<file path="src/rtl/mul4_fitness_sequencer.sv">
// mul4_fitness_sequencer: drives LFSR operand vectors into a candidate mul4 datapath and scores its bitwise accuracy
module mul4_fitness_sequencer #(
   parameter int          N_VECTORS     = 256,
   parameter int          SETTLE_CYCLES = 1,
   parameter logic [63:0] SEED          = 64'hACE1_1234_5EED_0001
) (
   input  logic                                 clk,
   input  logic                                 rst,
   input  logic                                 start,
   input  logic                                 seed_load,
   input  logic [63:0]                          seed_in,
   output logic [15:0]                          a1,
   output logic [15:0]                          a0,
   output logic [15:0]                          b1,
   output logic [15:0]                          b0,
   input  logic [15:0]                          y3,
   input  logic [15:0]                          y2,
   input  logic [15:0]                          y1,
   input  logic [15:0]                          y0,
   output logic                                 busy,
   output logic                                 done,
   output logic [$clog2(N_VECTORS*64+1)-1:0]    score,
   output logic [$clog2(N_VECTORS+1)-1:0]       exact_hits
);
   localparam int SCORE_W = $clog2(N_VECTORS*64+1);
   localparam int HITS_W  = $clog2(N_VECTORS+1);
   localparam int SET_W   = $clog2(SETTLE_CYCLES+1);
   // Galois feedback mask for taps 64,63,61,60 (bits 63,62,60,59)
   localparam logic [63:0] TAPS = 64'hD800_0000_0000_0000;
   typedef enum logic [1:0] {IDLE, DRIVE, SAMPLE, DONE} state_t;
   state_t            state;
   logic [63:0]       lfsr;
   logic [63:0]       lfsr_next;
   logic [63:0]       gold;
   logic [63:0]       err;
   logic [6:0]        match;
   logic [HITS_W-1:0] vec_cnt;
   logic [SET_W-1:0]  settle_cnt;
   // next LFSR value and per-vector bit agreement with the golden product
   always_comb begin
      lfsr_next = {1'b0, lfsr[63:1]} ^ (lfsr[0] ? TAPS : 64'd0);
      err       = {y3, y2, y1, y0} ^ gold;
      match     = 7'(64 - $countones(err));
   end
   // run sequencer: seeding, operand drive, settle timing and scoring
   always_ff @(posedge clk) begin
      if (rst) begin
         state                <= IDLE;
         busy                 <= 1'b0;
         done                 <= 1'b0;
         score                <= '0;
         exact_hits           <= '0;
         {a1, a0, b1, b0}     <= '0;
         lfsr                 <= SEED;
         gold                 <= '0;
         vec_cnt              <= '0;
         settle_cnt           <= '0;
      end else begin
         done <= 1'b0;
         case (state)
            IDLE: begin
               if (seed_load)
                  lfsr <= (seed_in == 64'd0) ? SEED : seed_in;
               else if (start) begin
                  score            <= '0;
                  exact_hits       <= '0;
                  vec_cnt          <= '0;
                  settle_cnt       <= '0;
                  {a1, a0, b1, b0} <= lfsr;
                  busy             <= 1'b1;
                  state            <= DRIVE;
               end
            end
            DRIVE: begin
               gold       <= 64'({a1, a0}) * 64'({b1, b0});
               settle_cnt <= settle_cnt + SET_W'(1);
               if (settle_cnt == SET_W'(SETTLE_CYCLES - 1)) begin
                  settle_cnt <= '0;
                  state      <= SAMPLE;
               end
            end
            SAMPLE: begin
               score      <= score + SCORE_W'(match);
               exact_hits <= exact_hits + HITS_W'(err == 64'd0);
               lfsr       <= lfsr_next;
               vec_cnt    <= vec_cnt + HITS_W'(1);
               if (vec_cnt == HITS_W'(N_VECTORS - 1)) begin
                  busy  <= 1'b0;
                  done  <= 1'b1;
                  state <= DONE;
               end else begin
                  {a1, a0, b1, b0} <= lfsr_next;
                  state            <= DRIVE;
               end
            end
            default: state <= IDLE;
         endcase
      end
   end
endmodule

</file>
<file path="config.mk">
export PLATFORM = sky130hd
export DESIGN_NAME = mul4_fitness_sequencer
export DESIGN_NICKNAME = d
export VERILOG_FILES = /design/src/rtl/mul4_fitness_sequencer.sv
export SDC_FILE = /design/constraint.sdc
export NUM_CORES = 2
export LEC_CHECK = 0
export ABC_AREA = 1
export CORE_MARGIN = 2
export CORE_UTILIZATION = 30
export CTS_BUF_LIST = sky130_fd_sc_hd__clkbuf_16
export CTS_CLUSTER_DIAMETER = 150
export DETAILED_ROUTE_END_ITERATION = 8
export PLACE_DENSITY = 0.51
export SLEW_MARGIN = 20
export SYNTH_ARGS = -nofsm -noshare
export SYNTH_HDL_FRONTEND = slang
export SYNTH_SLANG_ARGS = --single-unit
export TNS_END_PERCENT = 100
</file>
<file path="constraint.sdc">
create_clock -name clk -period 7 [get_ports clk]
set_input_delay 0.7 -clock clk [delete_from_list [all_inputs] [get_ports clk]]
set_output_delay 0.7 -clock clk [all_outputs]
set_load 0.005 [all_outputs]
</file>
* Word level (Yosys, flattened, before mapping)
Cells that the tools add are included.
W data, S select, Z words.
** Storage, ports and cells
- Register bits :: 230
- Word-level logic and storage cells :: 147
** Operators by class
- Muxes and demuxes :: 41
- Equal/unequal tests :: 9
- Multipliers :: 1
- Reductions and logical operators :: 12
- Bitwise operators :: 3
- $add $sub $neg :: 68
** Operator list (count)
- $mux W16 :: 12
- $mux W64 :: 3
- $logic_not A64 Y1 :: 2
- $pmux W16 S2 :: 4
- $pmux W64 S2 :: 1
- $add A1 B1 Y2 :: 32
- $mul A32 B32 Y64 :: 1
- $xor A63 B64 Y64 :: 1
- $xor A64 B64 Y64 :: 1
- $add A2 B2 Y3 :: 16
- $pmux W9 S2 :: 2
- $add A3 B3 Y4 :: 8
- $mux W15 :: 2
- $pmux W15 S2 :: 1
- $add A4 B4 Y5 :: 4
- $mux W9 :: 2
- $add A15 B7 Y15 :: 1
- $add A5 B5 Y6 :: 2
- $ne A2 B2 Y1 const B :: 6
- $add A9 B1 Y9 :: 1
- $add A9 B1 Y9 const B :: 1
- $eq A9 B8 Y1 const B :: 1
- $reduce_and A3 Y1 :: 3
- $mux W2 :: 4
- 14 further kinds :: 23

* Depth between registers and ports, before layout
- Depth in word-level cells :: 10
- Depth in mapped cells :: 35

* Least setup slack after synthesis
OpenSTA, ideal clock, no wires.
- Kind :: input-to-reg
- Start point :: input y2[8]
- End point :: register score[12]
- Required time :: 6868 ps
- Slack :: -442 ps
- Buffers on the path :: 0
- Setup time :: 132 ps
- Stages on the path :: 31
- Arrival :: 7309 ps
- Cell sequence :: xor2_1 > inv_1 > fa_1 > ha_1 > fa_1 > inv_1 > fa_1 > fa_1 > fa_1 > inv_1 > fa_1 > fa_1 > fa_1 > inv_1 > ha_1 > inv_1 > ha_1 > a21oi_1 > nand2_1 > nand2_1 > nand2_1 > a21oi_1 > xor2_1 > ha_1 > nand2_1 > inv_1 > a22oi_1 > o21ai_0 > or2_2 > nand3_1 > a21oi_1
** Between the ends
- Longest elaborated chain between the ends :: 10
** RTL lines
- start: declaration :: RTL line 17 : input logic [15:0] y2,
- $xor A64 B64 Y64 :: RTL line 42 : err = {y3, y2, y1, y0} ^ gold;
- $add A1 B1 Y2 (implied by the code) :: RTL line 43 : match = 7'(64 - $countones(err));
- $add A2 B2 Y3 (implied by the code) :: RTL line 43
- $add A3 B3 Y4 (implied by the code) :: RTL line 43
- $add A4 B4 Y5 (implied by the code) :: RTL line 43
- $add A5 B5 Y6 (implied by the code) :: RTL line 43
- $add A6 B6 Y7 (implied by the code) :: RTL line 43
- $sub A7 B7 Y7 :: RTL line 43
- $add A15 B7 Y15 :: RTL line 83 : score <= score + SCORE_W'(match);
- $pmux W15 S2 :: RTL line 60 : case (state)
- end signal: assignment :: RTL line 83
- end: declaration :: RTL line 22 : output logic [$clog2(N_VECTORS*64+1)-1:0] score,
No other way between the ends.
A chain may end at the register's enable or synchronous reset.

* Worst setup path after layout
- Start point :: input y1[4]
- End point :: register score[9]
** Between the ends
- Longest elaborated chain between the ends :: 10
** RTL lines
- start: declaration :: RTL line 18 : input logic [15:0] y1,
- $xor A64 B64 Y64 :: RTL line 42
- $add A1 B1 Y2 (implied by the code) :: RTL line 43
- $add A2 B2 Y3 (implied by the code) :: RTL line 43
- $add A3 B3 Y4 (implied by the code) :: RTL line 43
- $add A4 B4 Y5 (implied by the code) :: RTL line 43
- $add A5 B5 Y6 (implied by the code) :: RTL line 43
- $add A6 B6 Y7 (implied by the code) :: RTL line 43
- $sub A7 B7 Y7 :: RTL line 43
- $add A15 B7 Y15 :: RTL line 83
- $pmux W15 S2 :: RTL line 60
No other way between the ends.

==> results.json <==
{
  "avgSynthCellArea_um2": 7.39,
  "syn_inst": 6533,
  "yosysUniqueCellTypes": 45,
  "synth_warnings": 0,
  "required_ps": 7490,
  "synth-edff-count": 0,
  "cpMostUsedCell": "inv_2",
  "cp-end-kind": "flip-flop",
  "cts_tree": "yes",
  "wire_per_inst_um": 17.9,
  "violations": "negative setup slack",
  "wl_mm": 161,
  "fillers": 16900,
  "skew_ps": 16.4,
  "initialDrtViolationCount": 2627,
  "area_delta_synth_final_pct": 20.3,
  "synth_seq_area_share": 0.0950,
  "max-slew-margin-rel": 0.334,
  "fin_ws_ps": -91.2,
  "slowest_stage": "fa_2",
  "vias": 40900,
  "grt.overflow.total": 0,
  "cts_buffer_depth": 3,
  "cts_buffers": 28,
  "setup.worst_path.start_class": "primary input",
  "drv_cap": 0,
  "r2r_cells": 32,
  "clk_pin_slew_ps": 60,
  "drc": 0,
  "crit_type": "in -> reg",
  "core_um2": 160000,
  "whs_path_depth": 2,
  "post_route_cells_drive_above_1_share": 0.109,
  "antenna_cells": 0,
  "tightest_slew_ps": 999,
  "first_pass_iters": 6,
  "initial_utilization": 0.301,
  "fmax_ghz": 0.141,
  "dieArea_um2": 164000,
  "fp.dieW_um": 405,
  "post-route-min-period_ps": 7090,
  "grt_first_pass_wirelength_mm": 249,
  "syn_area_um2": 48300,
  "io_pins": 222,
  "cts_root_buffer": "clkbuf_16",
  "antenna_found_initial": 3,
  "cpPeakStageDelay_ps": 550,
  "clkSinkCount": 229,
  "gp_congestion": 0.878,
  "drtAntennaViolNets": 0,
  "port_buffers": 221,
  "outcome": "finished with violations",
  "synthFlopType": "dfxtp_1",
  "first_global_vias": 42600,
  "grt_max_degree": 72,
  "whs_ps": 451,
  "grt_usage": 0.195,
  "yosys_register_bits": 229,
  "hold_path.class": "reg -> reg",
  "syn-num-nets": 7951,
  "num_rows": 147,
  "hold_viol_final": 0,
  "cts_max_level": 1,
  "rsz0062_at_grt": "true",
  "ys_async_sr_fraction": 0,
  "critPathMaxFanout": 3,
  "drv_slew": 0,
  "place.detailed.hpwl_mm": 130,
  "setup_viol": 5,
  "die_h_um": 405,
  "crit_arrival_ps": 7580,
  "viasPerCell": 4.55,
  "fin_crit_sh": 1.01,
  "nets": 8222,
  "clock_latency_ps": 620
}
## cells in the mapped netlist, types with 2 or more instances
| master | count | share of area |
|---|---|---|
| inv_2 | 4 | 0.00031 |
| clkbuf_1 | 315 | 0.024 |
| o211ai_1 | 6 | 0.00093 |
| nor2_1 | 243 | 0.019 |
| buf_2 | 22 | 0.0023 |
| a21o_1 | 3 | 0.00047 |
| nor3_1 | 21 | 0.0022 |
| and3_1 | 2 | 0.00026 |
| nand3_1 | 138 | 0.014 |
| dfxtp_1 | 229 | 0.095 |
| nor4_1 | 18 | 0.0023 |
| a21oi_1 | 96 | 0.010 |
| nand3b_1 | 4 | 0.00062 |
| and2_1 | 5 | 0.00065 |
| o21ai_0 | 119 | 0.012 |
| nor2_2 | 3 | 0.00039 |
| o21ai_1 | 3 | 0.00031 |
| xnor2_1 | 23 | 0.0042 |
| or2_2 | 5 | 0.00065 |
| fa_1 | 950 | 0.39 |
| xor2_1 | 77 | 0.014 |
| o21bai_1 | 11 | 0.0017 |
| a31oi_1 | 102 | 0.013 |
| inv_1 | 1824 | 0.14 |
| o221ai_1 | 2 | 0.00036 |
| o22ai_1 | 2 | 0.00026 |
| ha_1 | 336 | 0.087 |
| nand2_1 | 1903 | 0.15 |
| buf_1 | 6 | 0.00047 |
| nand4_1 | 46 | 0.0060 |
## metrics by stage
stage,TNS [ps],utilization,instances,instance area [µm²],setup WS (ps)
after global placement,-10570,0.343,8856,55000,-1040
after CTS,-463,0.353,8963,56600,-123
after floorplan,-170,-,6533,48400,-110
final,-302,0.363,8985,58100,-91.2
after detailed placement,-11280,0.343,8856,55000,-1110
after global routing,-3040,0.363,8985,58100,-417
## logic make-up after synthesis
family / Yosys count / synth area share
AND/OR/NAND/NOR: 2396 / 0.196
XOR/XNOR: 100 / 0.0181
adder cells (fa/ha/maj): 1286 / 0.481
buffers and inverters: 2173 / 0.170
AO/OA/AOI/OAI: 349 / 0.0403
flip-flops: 229 / 0.0950
## layout by cell type, fill, tap and decap left out, types with 33 or more instances in the layout
| cell type | instances |
|---|---|
| clkbuf_16 | 33 |
| ha_1 | 287 |
| fa_2 | 40 |
| o21ai_0 | 115 |
| dfxtp_1 | 195 |
| xor2_1 | 55 |
| a21oi_1 | 72 |
| buf_4 | 276 |
| fa_1 | 910 |
| a31oi_1 | 102 |
| ha_4 | 37 |
| nor2_1 | 202 |
| clkdlybuf4s50_1 | 182 |
| inv_1 | 1799 |
| nand2_1 | 1865 |
| nand4_1 | 46 |
| buf_12 | 69 |
| nand2_2 | 34 |
| nand3_1 | 122 |
## layer usage
metal  GRT usage  routed length (µm)  up-vias  part of all wire
met4      0.0325                2630        2             0.016
met1       0.269               72500    20600              0.45
met5           0                   7        -          0.000044
met3      0.0184                8340      134             0.052
met2       0.335               77100     1026              0.48
li1            -                   -    19100                 -
## path summary, 6_finish.rpt
path / endpoint / startpoint / slack (ps)
min: vec_cnt[4] / vec_cnt[4] / 450
max reg2reg: score[9] / gold[61] / -80
max: score[9] / y1[4] / -90
min reg2reg: vec_cnt[4] / vec_cnt[4] / 450
## worst max-delay path, delay by kind of cell
family / cells / cell delay [ps]
XOR/XNOR: 2 / 460
buffers and inverters: 9 / 970
adder cells (fa/ha/maj): 12 / 4320
AO/OA/AOI/OAI: 5 / 590
AND/OR/NAND/NOR: 6 / 520
## cell type report
class | instances | area [µm²] | share of cell area
clock buffer | 28 | 701 | 0.0121
timing repair buffer | 585 | 5960 | 0.103
inverter | 1829 | 6870 | 0.118
sequential | 229 | 4650 | 0.0801
multi-input combinational | 4131 | 37000 | 0.637
tap | 2160 | 2700 | 0.0465
clock inverter | 23 | 194 | 0.00334
## state kept, by name, summed over array words and instances, names as in the netlist
signal / flops
b0: 16
score: 15
exact_hits: 9
gold: 64
lfsr: 64
vec_cnt: 9
b1: 16
busy: 1
done: 1
a0: 16
state: 2
a1: 16
## timing repair
item / CTS / global route
gates cloned: 0 / 5
endpoints found under the setup margin: 21 / 60
hold buffers: 0 / 0
pin swaps: 57 / 104
setup buffers: 56 / 21
resized for setup: 109 / 293
Power is not shown: default switching activity piles up to over one toggle a cycle in this logic, so the estimate is an artifact.
